`src/rtl/constant_encoder.sv`:
```
// Two-operand instruction encoder: folds an immediate into the constant-generator
// registers when possible, then streams IW / source ext / dest index over a valid-ready port.
module constant_encoder (
    input  logic        MCLK,
    input  logic        RSTn,
    input  logic        in_valid,
    output logic        in_ready,
    input  logic [3:0]  in_op,
    input  logic        in_bw,
    input  logic [15:0] in_imm,
    input  logic [3:0]  in_dst,
    input  logic        in_ad,
    input  logic [15:0] in_didx,
    output logic        out_valid,
    input  logic        out_ready,
    output logic [15:0] out_word,
    output logic        out_last,
    output logic        err
);

    localparam logic [1:0] IDLE     = 2'd0;
    localparam logic [1:0] EMIT_IW  = 2'd1;
    localparam logic [1:0] EMIT_SRC = 2'd2;
    localparam logic [1:0] EMIT_DST = 2'd3;

    logic [1:0]  state_q, state_d;
    logic [15:0] iw_q, src_q, didx_q;
    logic        has_src_q, ad_q, err_q;

    logic [15:0] cmp;
    logic        all_ones;
    logic [3:0]  sreg;
    logic [1:0]  as_mode;
    logic        use_ext;
    logic        accept, illegal, hs;

    assign in_ready  = (state_q == IDLE) && RSTn;
    assign accept    = in_valid && in_ready;
    assign illegal   = (in_op < 4'd4);
    assign out_valid = (state_q != IDLE);
    assign hs        = out_valid && out_ready;
    assign err       = err_q;

    // Byte ops compare only the low byte, so 0x??FF counts as all-ones (-1).
    always_comb begin
        cmp      = in_bw ? {8'h00, in_imm[7:0]} : in_imm;
        all_ones = in_bw ? (in_imm[7:0] == 8'hFF) : (in_imm == 16'hFFFF);
        sreg     = 4'd0;
        as_mode  = 2'b11;
        use_ext  = 1'b1;
        if (cmp == 16'd0) begin
            sreg = 4'd3; as_mode = 2'b00; use_ext = 1'b0;
        end else if (cmp == 16'd1) begin
            sreg = 4'd3; as_mode = 2'b01; use_ext = 1'b0;
        end else if (cmp == 16'd2) begin
            sreg = 4'd3; as_mode = 2'b10; use_ext = 1'b0;
        end else if (all_ones) begin
            sreg = 4'd3; as_mode = 2'b11; use_ext = 1'b0;
        end else if (cmp == 16'd4) begin
            sreg = 4'd2; as_mode = 2'b10; use_ext = 1'b0;
        end else if (cmp == 16'd8) begin
            sreg = 4'd2; as_mode = 2'b11; use_ext = 1'b0;
        end
    end

    always_comb begin
        state_d = state_q;
        case (state_q)
            IDLE:     if (accept && !illegal) state_d = EMIT_IW;
            EMIT_IW:  if (hs) state_d = has_src_q ? EMIT_SRC : (ad_q ? EMIT_DST : IDLE);
            EMIT_SRC: if (hs) state_d = ad_q ? EMIT_DST : IDLE;
            EMIT_DST: if (hs) state_d = IDLE;
            default:  state_d = IDLE;
        endcase
    end

    always_comb begin
        out_word = 16'h0000;
        out_last = 1'b0;
        case (state_q)
            EMIT_IW:  begin out_word = iw_q;   out_last = !has_src_q && !ad_q; end
            EMIT_SRC: begin out_word = src_q;  out_last = !ad_q;               end
            EMIT_DST: begin out_word = didx_q; out_last = 1'b1;                end
            default:  begin out_word = 16'h0000; out_last = 1'b0;              end
        endcase
    end

    always_ff @(posedge MCLK or negedge RSTn) begin
        if (!RSTn) begin
            state_q   <= IDLE;
            iw_q      <= 16'h0000;
            src_q     <= 16'h0000;
            didx_q    <= 16'h0000;
            has_src_q <= 1'b0;
            ad_q      <= 1'b0;
            err_q     <= 1'b0;
        end else begin
            state_q <= state_d;
            err_q   <= accept && illegal;
            if (accept) begin
                iw_q      <= {in_op, sreg, in_ad, in_bw, as_mode, in_dst};
                src_q     <= in_imm;
                didx_q    <= in_didx;
                has_src_q <= use_ext;
                ad_q      <= in_ad;
            end
        end
    end

endmodule

```
`config.mk`:
```
export PLATFORM = sky130hd
export DESIGN_NAME = constant_encoder
export DESIGN_NICKNAME = d
export VERILOG_FILES = /design/src/rtl/constant_encoder.sv
export SDC_FILE = /design/constraint.sdc
export NUM_CORES = 1
export LEC_CHECK = 0
export ABC_AREA = 0
export CAP_MARGIN = 25
export CORE_MARGIN = 2
export CORE_UTILIZATION = 43
export CTS_CLUSTER_SIZE = 40
export DETAILED_ROUTE_END_ITERATION = 12
export GPL_ROUTABILITY_DRIVEN = 0
export PLACE_DENSITY = 0.75
export SYNTH_ARGS = -nofsm -noshare
export SYNTH_HDL_FRONTEND = slang
export SYNTH_SLANG_ARGS = --single-unit
export TNS_END_PERCENT = 20
```
`constraint.sdc`:
```
create_clock -name MCLK -period 1.68 [get_ports MCLK]
set_input_delay 0.336 -clock MCLK [delete_from_list [all_inputs] [get_ports MCLK]]
set_output_delay 0.336 -clock MCLK [all_outputs]
set_load 0.02 [all_outputs]
```
---- After elaboration in Yosys (flattened, before gate mapping) ----
Cells that the tools add are included.
word-level totals
  register bits ........................... 53
  input bits .............................. 46
  output and inout bits ................... 20
  logic and storage cells ................. 62
operators by class
  $lt $le $gt $ge ......................... 1
  equal/unequal tests ..................... 13
  muxes and demuxes ....................... 28
  reductions and logical operators ........ 13
operators by type and width
  cell                  count
  $pmux 16 s3           1
  $mux 2                13
  $eq 16x1->1 const B   1
  $eq 16x16->1 const B  1
  $eq 16x2->1 const B   1
  $eq 16x3->1 const B   1
  $eq 16x4->1 const B   1
  $logic_not 16->1      1
  $mux 16               1
  $mux 1                10
  $eq 8x8->1 const B    1
  $pmux 2 s4            1
  $logic_and 1x1->1     6
  $ne 2x2->1 const B    3
  $eq 2x2->1 const B    2
  $lt 4x3->1 const B    1
  $mux 4                1
  $reduce_and 4->1      1
  $logic_not 1->1       3
  $pmux 1 s3            1
  $eq 2x1->1 const B    1
  $logic_not 2->1       1
  $ne 2x1->1 const B    1
  $reduce_bool 2->1     1

---- Depth between registers and ports, before layout ----
  depth after elaboration ................. 8
  mapped depth ............................ 7
  gate-level depth less buffers ........... 4

---- Worst setup path before layout ----
Ideal clock, no wire load.
  path type ............................... flip-flop to flip-flop
  start ................................... register state_q[0]
  end ..................................... register iw_q[8]
  setup time .............................. 0.082 ns
  data arrival time ....................... 1.689 ns
  data required time ...................... 1.598 ns
  path slack .............................. -0.092 ns
  stages on the path, launching flop included .. 8
  path buffers ............................ 3
  clock period less this slack ............ 1.772 ns
  cell sequence ........................... dfrtp_1 > buf_2 > nor3b_1 > and2_1 > buf_2 > buf_4 > nor2_1 > o22ai_1
between the ends
  word-level cells in the longest chain between the ends .. 3
ends and longest elaborated chain
  item                    RTL line  text
  from (decl)             26        logic [1:0] state_q, state_d;
  from (signal assigned)  98        state_q <= state_d;
  $logic_not 2->1         37        assign in_ready = (state_q == IDLE) && RSTn;
  $logic_and 1x1->1       37
  net in_ready            7         output logic in_ready,
  $logic_and 1x1->1       38        assign accept = in_valid && in_ready;
  to (signal assigned)    101       iw_q <= {in_op, sreg, in_ad, in_bw, as_mode, in_dst};
  to (decl)               27        logic [15:0] iw_q, src_q, didx_q;
The timed path passes the listed nets, and every way through them passes these cells.
A chain may end at the register's enable or synchronous reset.

---- Worst setup path after layout ----
  start ................................... register state_q[1]
  end ..................................... output out_word[15]
between the ends
  word-level cells in the longest chain between the ends .. 2
  elaborated cells between the ends (all ways) .. 4
  those cells by class .................... eq/ne: 3; mux: 1
ends and longest elaborated chain
  item                                      RTL line  text
  $eq 2x2->1 or $eq 2x1->1 (tied branches)  80        case (state_q)
  $pmux 16 s3 *                             80
  to (decl)                                 16        output logic [15:0] out_word,
Every way passes the cells marked *; elsewhere a longest branch is shown, timed or not.

==> impl_metrics.csv <==
group,metric,value,unit
status,status,"finished with violations",
status,violations,"setup timing",
worst_setup_path,cp_max_fo,8,
yosys,synth_top_area_frac,0.519,
die,die_area,6230,sq um
die,die_h,78.9,um
worst_setup_path,worstPathRequired,1340,ps
yosys,synth_cell_type_count,32,
worst_setup_path,start_kind,"flop",
layout,area.growth.synth_to_final,50.1,%
sta,setup_viol,20,
yosys,synthFlopType,"dfrtp_1",
detailed_routing,wl_per_cell,15.0,um
cts,clock_latency,300,ps
sta,fin_crit,1920,ps
cts,cts_tree,"yes",
die,io_pins,66,
sta,relSlewSlack,0.587,
die,initial_utilization,0.441,
global_route,overflow,0,
power_and_ir_drop,power.internal,3.84,mW
placement,detailed_place_hpwl,4510,um
worst_setup_path,endpoint_kind,"output pin",
yosys,syn_nets,322,
cts,cts_setup_buffers,0,
sta,period_share,1.14,
detailed_routing,routed_via_density,5.07,
detailed_routing,drc,0,
yosys,synth_area_leaders,"dfrtp_1 52%, nand2_1 20%, mux2_2 6.1%",
die,rows,27,
global_route,antenna_found_initial,0,
sta,hold_viol,0,
global_route,grt_max_degree,51,
sta,tightest_slew,619,ps
sta,finClkSkew,1.55,ps
detailed_routing,drt_wl_total,6600,um
layout,layout_commonest_cell,"nand2_1",
worst_setup_path,critPathLaunch,"state_q[1]$_DFFE_PN0P_",
cts,clockBufferDepth,2,
global_route,grt_pass1_wl,11100,um
sta,drv_slew,0,
layout,final_cell_mix,"130 x nand2_1, 49 x dfrtp_1, 45 x clkdlybuf4s50_1, 32 x buf_4, 18 x buf_6",
sta,rsz0062_at_grt,"true",
global_route,grtUsageTotal,0.231,
yosys,yosysSeqAreaShare,0.519,
yosys,ys_ff_latch,50,
yosys,ys_warn_count,0,
detailed_routing,dr.pass1.iters,4,
power_and_ir_drop,power_switching_share,0.374,
yosys,synth_edf_count,0,
power_and_ir_drop,clkPwrFrac,0.117,
yosys,synthCells,276,
die,dieWidth,78.9,um
global_route,grt_pass1_vias,2312,
layout,nets,414,
flow_run,maxCapViolations,0,
worst_setup_path,reg2reg_from,"state_q[1]$_DFFE_PN0P_",
sta,fmax,522,MHz
worst_setup_path,arrival,1580,ps
power_and_ir_drop,combinationalPowerShare,0.545,
power_and_ir_drop,total_power,6.14,mW
worst_setup_path,crit_type,"reg2out",
layout,n_antenna_cell,0,
detailed_routing,ant_nets,0,
die,core_area,5470,sq um
placement,port_buffers,65,
power_and_ir_drop,p_sw,2.29,mW
cts,cts_sinks,50,
layout,drive_gt1_frac,0.247,
yosys,syn_avg_cell_area,8.74,sq um
yosys,ys_async_sr_fraction,1.00,
power_and_ir_drop,p_leak,1.78,nW
placement,preCtsSetupSlack,-307,ps
yosys,yosys.area.top_type,"dfrtp_1",
cts,h-tree-depth,2,
power_and_ir_drop,ir_drop,0.000987,V
power_and_ir_drop,powerDensity,1700,nW/um^2
yosys,syn_area,2410,sq um
detailed_routing,vias,2236,
detailed_routing,drtIter0Drc,179,
cts,cts_hold_buf,0,
sta,setup_ws,-237,ps
power_and_ir_drop,seq_power_share,0.337,
cts,ctsRootBufferMaster,"clkbuf_8",
cts,clk_pin_slew_worst_paths,90,ps
worst_hold_path,hold_class,"in2async",
cts,numCtsBuffers,5,
## kinds of logic (layout without fill, tap and decap cells)
family,count (synthesis),count (layout),synth area share
buf+inv,19,112,0.0353
mux,15,15,0.0690
compound gates,35,35,0.108
simple gates,157,157,0.269
flops,50,50,0.519
## through the flow
step,hold slack [ps],TNS (ps),cells,area [sq um],utilization
floorplan,40.4,-307,276,2420,-
global placement,456,-4970,432,3390,0.620
detailed placement,457,-5390,432,3390,0.620
CTS,243,-3770,441,3530,0.646
global route,281,-4200,441,3620,0.661
finish,238,-3150,441,3620,0.661
## metal layers
layer	track usage	part of all wire	wire, um	vias up
met2	0.378	0.48	3140	58
li1	-	-	-	1096
met3	0.0591	0.057	376	10
met4	0.0810	0.018	120	0
met1	0.300	0.45	2960	1072
met5	0	0	0	-
## worst paths after layout
| check | endpoint | slack (ps) | depth (start not counted) |
|---|---|---|---|
| max reg2reg | has_src_q$_DFFE_PN0P_ | -40 | 6 |
| min | iw_q[15]$_DFFE_PN0P_ | 240 | 2 |
| min reg2reg | didx_q[6]$_DFFE_PN0P_ | 480 | 2 |
| max | out_word[15] | -240 | 4 |
| min in group MCLK | didx_q[6]$_DFFE_PN0P_ | 480 | 2 |
| max in group asynchronous | state_q[1]$_DFFE_PN0P_ | 1000 | 2 |
## critical path, cell delays in order (launching register included)
cell and delay (ps):
dfrtp_2 460, buf_8 170, mux2_4 300, a22o_1 210, buf_6 140
## power by group through the flow
stage	combinational [mW]	sequential, mW	clock (mW)
after floorplan	1.74	1.95	0
after global placement	2.99	2.03	0
after detailed placement	3.03	2.04	0
after CTS	3.15	2.05	0.734
after global routing	3.64	2.13	0.780
final	3.35	2.07	0.719
## state kept, by name, summed over array words and instances, names as in the netlist
name / count
src_q: 16
err: 1
has_src_q: 1
didx_q: 16
state_q: 2
iw_q: 14
## Yosys cell counts, drive strengths merged, types with 3 or more instances
master	count
nand2	130
dfrtp	50
a22o	15
mux2	13
buf	9
clkbuf	9
nor2	8
a21oi	7
o21ai	4
nand4	3
nor2b	3
nor3	3
## layout make-up
| class | instances | area, sq um |
|---|---|---|
| well taps | 72 | 90.1 |
| clock buffers | 7 | 86.3 |
| flip-flops and latches | 50 | 1250 |
| inverters | 1 | 3.75 |
| repair buffers | 103 | 988 |
| fillers | 452 | 1850 |
| clock inverters | 1 | 5.00 |
| multi-input cells | 207 | 1190 |
## what timing repair did
action / in CTS / in global routing
pin swaps: 6 / 4
cloned: 1 / 0
endpoints found under the setup margin: 46 / 67
gates resized for setup: 111 / 27
(Power assumes the default switching activity.)
